--- config.mk ---
export PLATFORM = sky130hd
export DESIGN_NAME = gf2p16_inner_product_flat
export DESIGN_NICKNAME = d
export VERILOG_FILES = /design/src/rtl/sdith_gf_pkg.sv /design/src/rtl/gf2p16_inner_product_if.sv /design/src/rtl/gf_mul_16.sv /design/src/rtl/gf2p16_inner_product.sv /design/src/flat_wrapper.sv
export SDC_FILE = /design/constraint.sdc
export NUM_CORES = 1
export LEC_CHECK = 0
export ABC_AREA = 1
export CAP_MARGIN = 5
export CORE_MARGIN = 8
export CORE_UTILIZATION = 60
export CTS_CLUSTER_SIZE = 16
export DETAILED_ROUTE_END_ITERATION = 10
export GPL_ROUTABILITY_DRIVEN = 0
export PLACE_DENSITY_LB_ADDON = 0.05
export SYNTH_ARGS = -nofsm -noshare
export SYNTH_HDL_FRONTEND = slang
export SYNTH_SLANG_ARGS = --single-unit
--- constraint.sdc ---
create_clock -name i_clk -period 2.75 [get_ports i_clk]
set_input_delay 0.55 -clock i_clk [delete_from_list [all_inputs] [get_ports i_clk]]
set_output_delay 0.55 -clock i_clk [all_outputs]
set_load 0.05 [all_outputs]
--- src/rtl/sdith_gf_pkg.sv ---
// -----------------------------------------------------------------------------
// sdith_gf_pkg
// Shared types and helpers for the SDitH GF(2^16) datapath.
//   GF(2^16) = GF(256)[X] / (X^2 + X + SDITH_IRRED_CST_GF2P16),
//   GF(256)  = GF(2)[x]  / (x^8 + x^4 + x^3 + x + 1).
// An element is packed {hi byte, lo byte} = hi*X + lo.
// -----------------------------------------------------------------------------
package sdith_gf_pkg;

    typedef logic [15:0] gf2p16_t;

    localparam logic [7:0] SDITH_IRRED_CST_GF2P16 = 8'h20;
    // Low byte of the GF(256) modulus, folded back in when x^8 is shifted out.
    localparam logic [7:0] GF256_REDUCE = 8'h1B;

    typedef enum logic [2:0] {
        FLUSH,
        IDLE,
        FEED,
        DRAIN,
        DONE
    } ip_state_t;

    // Shift-and-add GF(256) multiply, reducing a after every shift.
    function automatic logic [7:0] gf256_mul(input logic [7:0] a, input logic [7:0] b);
        logic [7:0] acc;
        logic [7:0] sh;
        acc = '0;
        sh  = a;
        for (int i = 0; i < 8; i++) begin
            if (b[i]) acc ^= sh;
            sh = {sh[6:0], 1'b0} ^ (sh[7] ? GF256_REDUCE : 8'h00);
        end
        return acc;
    endfunction

endpackage

--- src/rtl/gf2p16_inner_product_if.sv ---
// -----------------------------------------------------------------------------
// gf2p16_inner_product_if
// Run-control and operand-stream bundle of the inner-product engine.
//   i_start/i_len      : run start pulse and pair count
//   i_valid/i_x/i_y    : operand pair stream, accepted on i_valid & o_ready
//   o_ready/o_busy     : engine is accepting pairs / engine is not idle
//   o_o/o_done         : accumulated result and its one-cycle done pulse
// master = the client feeding pairs, slave = the engine.
// -----------------------------------------------------------------------------
interface gf2p16_inner_product_if #(
    parameter int LEN_W = 16
) ();
    import sdith_gf_pkg::*;

    logic             i_start;
    logic [LEN_W-1:0] i_len;
    logic             i_valid;
    gf2p16_t          i_x;
    gf2p16_t          i_y;
    logic             o_ready;
    logic             o_busy;
    gf2p16_t          o_o;
    logic             o_done;

    modport master (
        output i_start, i_len, i_valid, i_x, i_y,
        input  o_ready, o_busy, o_o, o_done
    );

    modport slave (
        input  i_start, i_len, i_valid, i_x, i_y,
        output o_ready, o_busy, o_o, o_done
    );

endinterface

--- src/rtl/gf_mul_16.sv ---
// -----------------------------------------------------------------------------
// gf_mul_16
// Pipelined GF(2^16) multiplier, o_o = i_a * i_b.
// Start-to-done latency is 1 + REG_IN + REG_OUT cycles (3 with defaults).
//   i_clk      : clock
//   i_start    : i_a/i_b are valid this cycle
//   i_a, i_b   : operands, packed {hi, lo}
//   o_done     : o_o holds the product of the matching i_start
//   o_o        : product
// Karatsuba over GF(256): with X^2 = X + c,
//   hi = (a1+a0)(b1+b0) + a0*b0,  lo = a0*b0 + c*a1*b1.
// -----------------------------------------------------------------------------
module gf_mul_16
    import sdith_gf_pkg::*;
#(
    parameter bit REG_IN  = 1'b1,
    parameter bit REG_OUT = 1'b1
) (
    input  logic    i_clk,
    input  logic    i_start,
    input  gf2p16_t i_a,
    input  gf2p16_t i_b,
    output logic    o_done,
    output gf2p16_t o_o
);

    gf2p16_t    a_s, b_s;
    logic       v_s;
    logic [7:0] p_hh_d, p_ll_d, p_mid_d;
    logic [7:0] p_hh_q, p_ll_q, p_mid_q;
    logic       v_mid_q;
    gf2p16_t    res_d;

    // NOTE: the pipeline has no reset: the owner discards whatever comes out
    // after reset, so clearing these flops would buy nothing.
    if (REG_IN) begin : g_in_reg
        gf2p16_t a_q, b_q;
        logic    v_q;
        always_ff @(posedge i_clk) begin
            a_q <= i_a;
            b_q <= i_b;
            v_q <= i_start;
        end
        assign a_s = a_q;
        assign b_s = b_q;
        assign v_s = v_q;
    end else begin : g_in_comb
        assign a_s = i_a;
        assign b_s = i_b;
        assign v_s = i_start;
    end

    always_comb begin
        p_hh_d  = gf256_mul(a_s[15:8], b_s[15:8]);
        p_ll_d  = gf256_mul(a_s[7:0],  b_s[7:0]);
        p_mid_d = gf256_mul(a_s[15:8] ^ a_s[7:0], b_s[15:8] ^ b_s[7:0]);
    end

    always_ff @(posedge i_clk) begin
        p_hh_q  <= p_hh_d;
        p_ll_q  <= p_ll_d;
        p_mid_q <= p_mid_d;
        v_mid_q <= v_s;
    end

    always_comb begin
        res_d = {p_mid_q ^ p_ll_q, p_ll_q ^ gf256_mul(SDITH_IRRED_CST_GF2P16, p_hh_q)};
    end

    if (REG_OUT) begin : g_out_reg
        gf2p16_t res_q;
        logic    done_q;
        always_ff @(posedge i_clk) begin
            res_q  <= res_d;
            done_q <= v_mid_q;
        end
        assign o_o    = res_q;
        assign o_done = done_q;
    end else begin : g_out_comb
        assign o_o    = res_d;
        assign o_done = v_mid_q;
    end

endmodule

--- src/rtl/gf2p16_inner_product.sv ---
// -----------------------------------------------------------------------------
// gf2p16_inner_product
// Streaming GF(2^16) inner product: o_o = XOR over k of x_k * y_k for a run of
// i_len pairs. Each accepted pair starts the gf_mul_16 instance; each product
// it returns is XOR-accumulated. After reset the engine sits in FLUSH for
// MUL_LAT+1 cycles so stale products from the unreset multiplier drain out.
//   i_clk, i_rst_n : clock, asynchronous active-low reset
//   bus (slave)    : run control, pair stream and result (see the interface)
// All bus outputs are registered; o_done and o_o land in the cycle after DONE.
// -----------------------------------------------------------------------------
module gf2p16_inner_product
    import sdith_gf_pkg::*;
#(
    parameter int LEN_W   = 16,
    parameter int MUL_LAT = 3
) (
    input  logic i_clk,
    input  logic i_rst_n,
    gf2p16_inner_product_if.slave bus
);

    localparam int FLUSH_W = $clog2(MUL_LAT + 2);

    ip_state_t        state_q, state_d;
    logic [LEN_W-1:0] len_q, len_d;
    logic [LEN_W-1:0] issued_q, issued_d;
    logic [LEN_W-1:0] received_q, received_d;
    logic [FLUSH_W-1:0] flush_cnt_q, flush_cnt_d;
    gf2p16_t          acc_q, acc_d;
    logic             o_ready_q, o_ready_d;
    logic             o_busy_q, o_busy_d;
    logic             o_done_q, o_done_d;
    gf2p16_t          o_o_q, o_o_d;

    logic    mul_start;
    logic    mul_done;
    gf2p16_t mul_o;

    // o_ready_q is only high in FEED, so this is the accept strobe.
    assign mul_start = bus.i_valid & o_ready_q;

    gf_mul_16 #(
        .REG_IN  (1'b1),
        .REG_OUT (1'b1)
    ) u_mul (
        .i_clk   (i_clk),
        .i_start (mul_start),
        .i_a     (bus.i_x),
        .i_b     (bus.i_y),
        .o_done  (mul_done),
        .o_o     (mul_o)
    );

    always_comb begin
        // NOTE: every _d starts as its _q so no path leaves a variable
        // unassigned, which would otherwise infer a latch.
        state_d     = state_q;
        len_d       = len_q;
        issued_d    = issued_q;
        received_d  = received_q;
        flush_cnt_d = flush_cnt_q;
        acc_d       = acc_q;
        o_o_d       = o_o_q;

        case (state_q)
            FLUSH: begin
                if (flush_cnt_q == FLUSH_W'(MUL_LAT)) state_d = IDLE;
                else                                  flush_cnt_d = flush_cnt_q + FLUSH_W'(1);
            end
            IDLE: begin
                if (bus.i_start) begin
                    len_d      = bus.i_len;
                    acc_d      = '0;
                    issued_d   = '0;
                    received_d = '0;
                    state_d    = (bus.i_len == '0) ? DONE : FEED;
                end
            end
            FEED: begin
                if (mul_start) begin
                    issued_d = issued_q + LEN_W'(1);
                    if (issued_q + LEN_W'(1) == len_q) state_d = DRAIN;
                end
            end
            DRAIN: ;
            DONE: begin
                o_o_d   = acc_q;
                state_d = IDLE;
            end
            default: state_d = FLUSH;
        endcase

        // Products return while still feeding, so accumulate in FEED and
        // DRAIN; the issue and receive counters are independent. The last
        // product can only arrive in DRAIN, since it trails its own accept.
        if (mul_done && (state_q == FEED || state_q == DRAIN)) begin
            acc_d      = acc_q ^ mul_o;
            received_d = received_q + LEN_W'(1);
            if (state_q == DRAIN && received_q + LEN_W'(1) == len_q) state_d = DONE;
        end

        o_ready_d = (state_d == FEED);
        o_busy_d  = (state_d != IDLE);
        o_done_d  = (state_q == DONE);
    end

    // NOTE: sequential state uses non-blocking assignment so every flop
    // samples the pre-edge value of every other flop.
    always_ff @(posedge i_clk or negedge i_rst_n) begin
        if (!i_rst_n) begin
            state_q     <= FLUSH;
            len_q       <= '0;
            issued_q    <= '0;
            received_q  <= '0;
            flush_cnt_q <= '0;
            acc_q       <= '0;
            o_ready_q   <= 1'b0;
            o_busy_q    <= 1'b1;
            o_done_q    <= 1'b0;
            o_o_q       <= '0;
        end else begin
            state_q     <= state_d;
            len_q       <= len_d;
            issued_q    <= issued_d;
            received_q  <= received_d;
            flush_cnt_q <= flush_cnt_d;
            acc_q       <= acc_d;
            o_ready_q   <= o_ready_d;
            o_busy_q    <= o_busy_d;
            o_done_q    <= o_done_d;
            o_o_q       <= o_o_d;
        end
    end

    assign bus.o_ready = o_ready_q;
    assign bus.o_busy  = o_busy_q;
    assign bus.o_done  = o_done_q;
    assign bus.o_o     = o_o_q;

endmodule

--- src/flat_wrapper.sv ---
// flat-port wrapper written by rule: the top's interface ports become plain ports
module gf2p16_inner_product_flat import sdith_gf_pkg::*;
#(
    parameter int LEN_W   = 16,
    parameter int MUL_LAT = 3
)
  (i_clk, i_rst_n, bus_i_start, bus_i_len, bus_i_valid, bus_i_x, bus_i_y, bus_o_ready, bus_o_busy, bus_o_o, bus_o_done);
  gf2p16_inner_product_if #(.LEN_W(LEN_W)) bus_i ();
  input  logic i_clk;
  input  logic i_rst_n;
  input wire logic [$bits(bus_i.i_start)-1:0] bus_i_start;
  input wire logic [$bits(bus_i.i_len)-1:0] bus_i_len;
  input wire logic [$bits(bus_i.i_valid)-1:0] bus_i_valid;
  input wire logic [$bits(bus_i.i_x)-1:0] bus_i_x;
  input wire logic [$bits(bus_i.i_y)-1:0] bus_i_y;
  output wire logic [$bits(bus_i.o_ready)-1:0] bus_o_ready;
  output wire logic [$bits(bus_i.o_busy)-1:0] bus_o_busy;
  output wire logic [$bits(bus_i.o_o)-1:0] bus_o_o;
  output wire logic [$bits(bus_i.o_done)-1:0] bus_o_done;
  assign bus_i.i_start = bus_i_start;
  assign bus_i.i_len = bus_i_len;
  assign bus_i.i_valid = bus_i_valid;
  assign bus_i.i_x = bus_i_x;
  assign bus_i.i_y = bus_i_y;
  assign bus_o_ready = bus_i.o_ready;
  assign bus_o_busy = bus_i.o_busy;
  assign bus_o_o = bus_i.o_o;
  assign bus_o_done = bus_i.o_done;
  gf2p16_inner_product #(.LEN_W(LEN_W), .MUL_LAT(MUL_LAT)) u_core (.i_clk(i_clk), .i_rst_n(i_rst_n), .bus(bus_i));
endmodule
==> flow_summary.json <==
{
  "run_status": "complete, no violations",
  "synth-seq-cells": 164,
  "crit_arrival_ns": 2.66,
  "switchingPower_uw": 4218,
  "syn_nets": 1529,
  "critical_path.max_stage_delay_ns": 0.45,
  "clockBufferDepth": 2,
  "port_buffers": 70,
  "dp_hpwl_um": 19100,
  "synth_top_area_cell": "dfrtp_1",
  "ant_nets": 0,
  "antenna_found_initial": 0,
  "rows": 48,
  "gr-total-overflow": 0,
  "die_y_um": 149.4,
  "initial_core_util_pct": 61.51,
  "fmax_mhz": 427.1,
  "r2r_slack_ns": 0.41,
  "path_clk_slew_ns": 0.08,
  "fin_setup_tns_ns": 0,
  "async_flop_share_pct": 54.27,
  "multiInputGateArea_um2": 6055,
  "synth_area_leaders": "dfrtp_1 (21%), nand2_1 (16%), dfxtp_1 (14%)",
  "dr.pass1.iters": 6,
  "synth_top_area_share_pct": 20.63,
  "drv_slew": 0,
  "grt_first_pass_wirelength_um": 42310,
  "insertedDiodeCount": 0,
  "root_buffer": "clkbuf_16",
  "maxCapViolCount": 0,
  "cp-startpoint": "u_core.issued_q[0]",
  "drtIter0Drc": 497,
  "worstMarginPinSlew_ns": 0.5610,
  "peakVddDrop_uv": 564.0,
  "pwr-share-clk_pct": 24.5,
  "die_width_um": 149.4,
  "critPathLaunchType": "flip-flop",
  "synth_edf_count": 0,
  "regArea_um2": 3730,
  "clkLatencyLatePin_ns": 0.43,
  "drive_above_1_share_pct": 6.923,
  "cts_tree": "built",
  "ctsHtreeMaxLevel": 4,
  "setup_viol_count_final": 0,
  "fin_crit_sh_pct": 85.14,
  "p_leak_uw": 0.005877,
  "fin_hold_ws_ns": 0.07842,
  "fillers": 1417,
  "r2r_end": "u_core.bus.o_ready",
  "wire_per_inst_um": 13.97,
  "p_comb_share_pct": 38.4,
  "netlist_area_um2": 10680,
  "cts.sinks": 164,
  "crit_slowest_cell": "dfrtp_1",
  "fin_crit_ns": 2.341,
  "synth_cells": 1473,
  "rr_worst_depth": 12,
  "cellPowerDensity_nw_per_um2": 865.7,
  "rsz0062_at_grt": "false",
  "ys_seq_area_share_pct": 34.93,
  "core_um2": 17360,
  "drt_wl_total_um": 24930,
  "synth_cell_types": 41,
  "post_cts_resized": 0,
  "routed_via_density": 5.102,
  "avgSynthCellArea_um2": 7.248,
  "critical_path.max_fanout": 7,
  "intPower_uw": 6434,
  "required_ns": 3.07,
  "fin_skew_ns": 0.009374,
  "cts_buffers": 17,
  "hold_buffers": 0,
  "synthFlopType": "dfrtp_1",
  "netSwitchingFraction_pct": 39.60,
  "slew_headroom_pct": 62.55,
  "top_level_ports": 71,
  "final_nets": 1603,
  "die_area_um2": 22320,
  "grt_max_degree": 50,
  "grt_pass1_vias": 8956,
  "hold_path.class": "in -> async",
  "synth_warnings": 0,
  "post_cts_buffers": 0,
  "hold_viol": 0,
  "track_usage_pct": 23.31,
  "path_cells": "ha_1 > inv_1 > nor2_1 > nand3_1 > o21ai_0 > nand3_1 > nand2_1 > nand2_1 > nor2_1 > nand2_1 > nand3_1 > nor3_1",
  "dr_total_vias": 9107,
  "reg2reg_from": "u_core.issued_q[0]",
  "crit_type": "reg -> reg",
  "synthToLayoutAreaGrowth_pct": 15.25,
  "end_kind": "flip-flop",
  "drc": 0,
  "seqPwrFrac_pct": 37.1
}
[per-stage QoR]
stage | cell area [um^2] | cells | total power, uW | worst slack (ns) | utilization (%)
4_1_cts | 12300 | 1785 | 10680 | 0.4229 | 70.89
5_1_grt | 12300 | 1785 | 11430 | 0.06413 | 70.89
2_1_floorplan | 10680 | 1473 | 6953 | 0.8172 | -
3_3_place_gp | 11640 | 1753 | 7921 | 0.4973 | 67.08
3_5_place_dp | 11640 | 1753 | 8034 | 0.4392 | 67.08
6_report | 12300 | 1785 | 10650 | 0.4087 | 70.89
[metal layers]
| layer | GRT usage (%) | vias up | share of wire (%) |
|---|---|---|---|
| met5 | 0 | - | 0 |
| met4 | 8.329 | 0 | 2.7 |
| met3 | 4.339 | 46 | 4.2 |
| met2 | 40.45 | 209 | 49 |
| met1 | 28.26 | 4138 | 44 |
| li1 | - | 4714 | - |
[sequential cells by signal, indices dropped and copies added (netlist names), 3 cells and up]
register / cells
u_core.u_mul.p_ll_q: 8
u_core.u_mul.o_o: 16
u_core.u_mul.b_s: 16
u_core.state_q: 3
u_core.flush_cnt_q: 3
u_core.u_mul.a_s: 16
u_core.issued_q: 16
u_core.acc_q: 16
u_core.len_q: 16
u_core.u_mul.p_hh_q: 8
u_core.received_q: 16
u_core.bus.o_o: 16
u_core.u_mul.p_mid_q: 8
[power groups by stage]
stage          combinational (uW)  sequential (uW)  clock (uW)
2_1_floorplan                3220             3730           0
4_1_cts                      4090             3950        2640
3_5_place_dp                 4050             3990           0
5_1_grt                      4660             4030        2740
6_report                     4090             3950        2610
3_3_place_gp                 3940             3980           0
[kinds of logic after synthesis]
family          Yosys count  share of synthesized area (%)
compound gates          107                          5.578
buf+inv                 219                          8.356
simple gates            747                          29.61
mux                       1                         0.1055
flops                   164                          34.93
xor+xnor                231                          20.94
fa+ha+maj                 4                         0.4688
[cells in the mapped netlist (all sizes together) (4+ instances only)]
cell    count
dfxtp      75
nand4      16
clkbuf     22
nand3     111
ha          4
a21oi       5
nor2      125
or2         6
xnor2      96
dfrtp      88
xor2      134
o21ai      58
inv       175
nand2     470
buf        20
o22ai      41
nand3b     12
[worst max path at each step]
stage / endpoint / slack (ns)
after global placement: u_core.issued_q[12] / 0.50
after CTS: u_core.bus.o_ready / 0.42
after detailed placement: u_core.bus.o_ready / 0.44
final: u_core.bus.o_ready / 0.41
after global routing: u_core.state_q[0] / 0.06
after floorplan: u_core.state_q[0] / 0.82
[cell type report]
type                            instances  share of cell area [%]
Clock inverter                         15                   1.912
Tap cell                              225                   2.288
Timing Repair Buffer                   97                   7.423
Inverter                              177                   5.400
Multi-Input combinational cell       1090                   49.21
Clock buffer                           17                   3.457
Sequential cell                       164                   30.31
[worst max-delay path, delay by kind of cell (launching register included)]
kind / cells / cell delay, ns
buffers and inverters: 1 / 0.08
adder cells (fa/ha/maj): 1 / 0.25
flip-flops: 1 / 0.45
AND/OR/NAND/NOR: 9 / 1.18
AO/OA/AOI/OAI: 1 / 0.26
[cell usage in the layout, fill, tap and decap left out, drive strengths merged]
cell	count
dfstp	1
xnor2	96
a21oi	5
clkbuf	17
xnor3	1
nor2	125
nor4	1
o211ai	1
a22o	1
clkinv	7
nand3b	12
dfxtp	75
o22ai	41
bufinv	3
dfrtp	88
or2	6
ha	4
o21a	1
xor2	134
buf	28
mux2	1
nor3	3
nand4	16
clkdlybuf4s50	69
nand2	470
o21ai	58
inv	182
nand2b	3
nand3	111
Note: power is estimated with default switching activity, not from simulation.
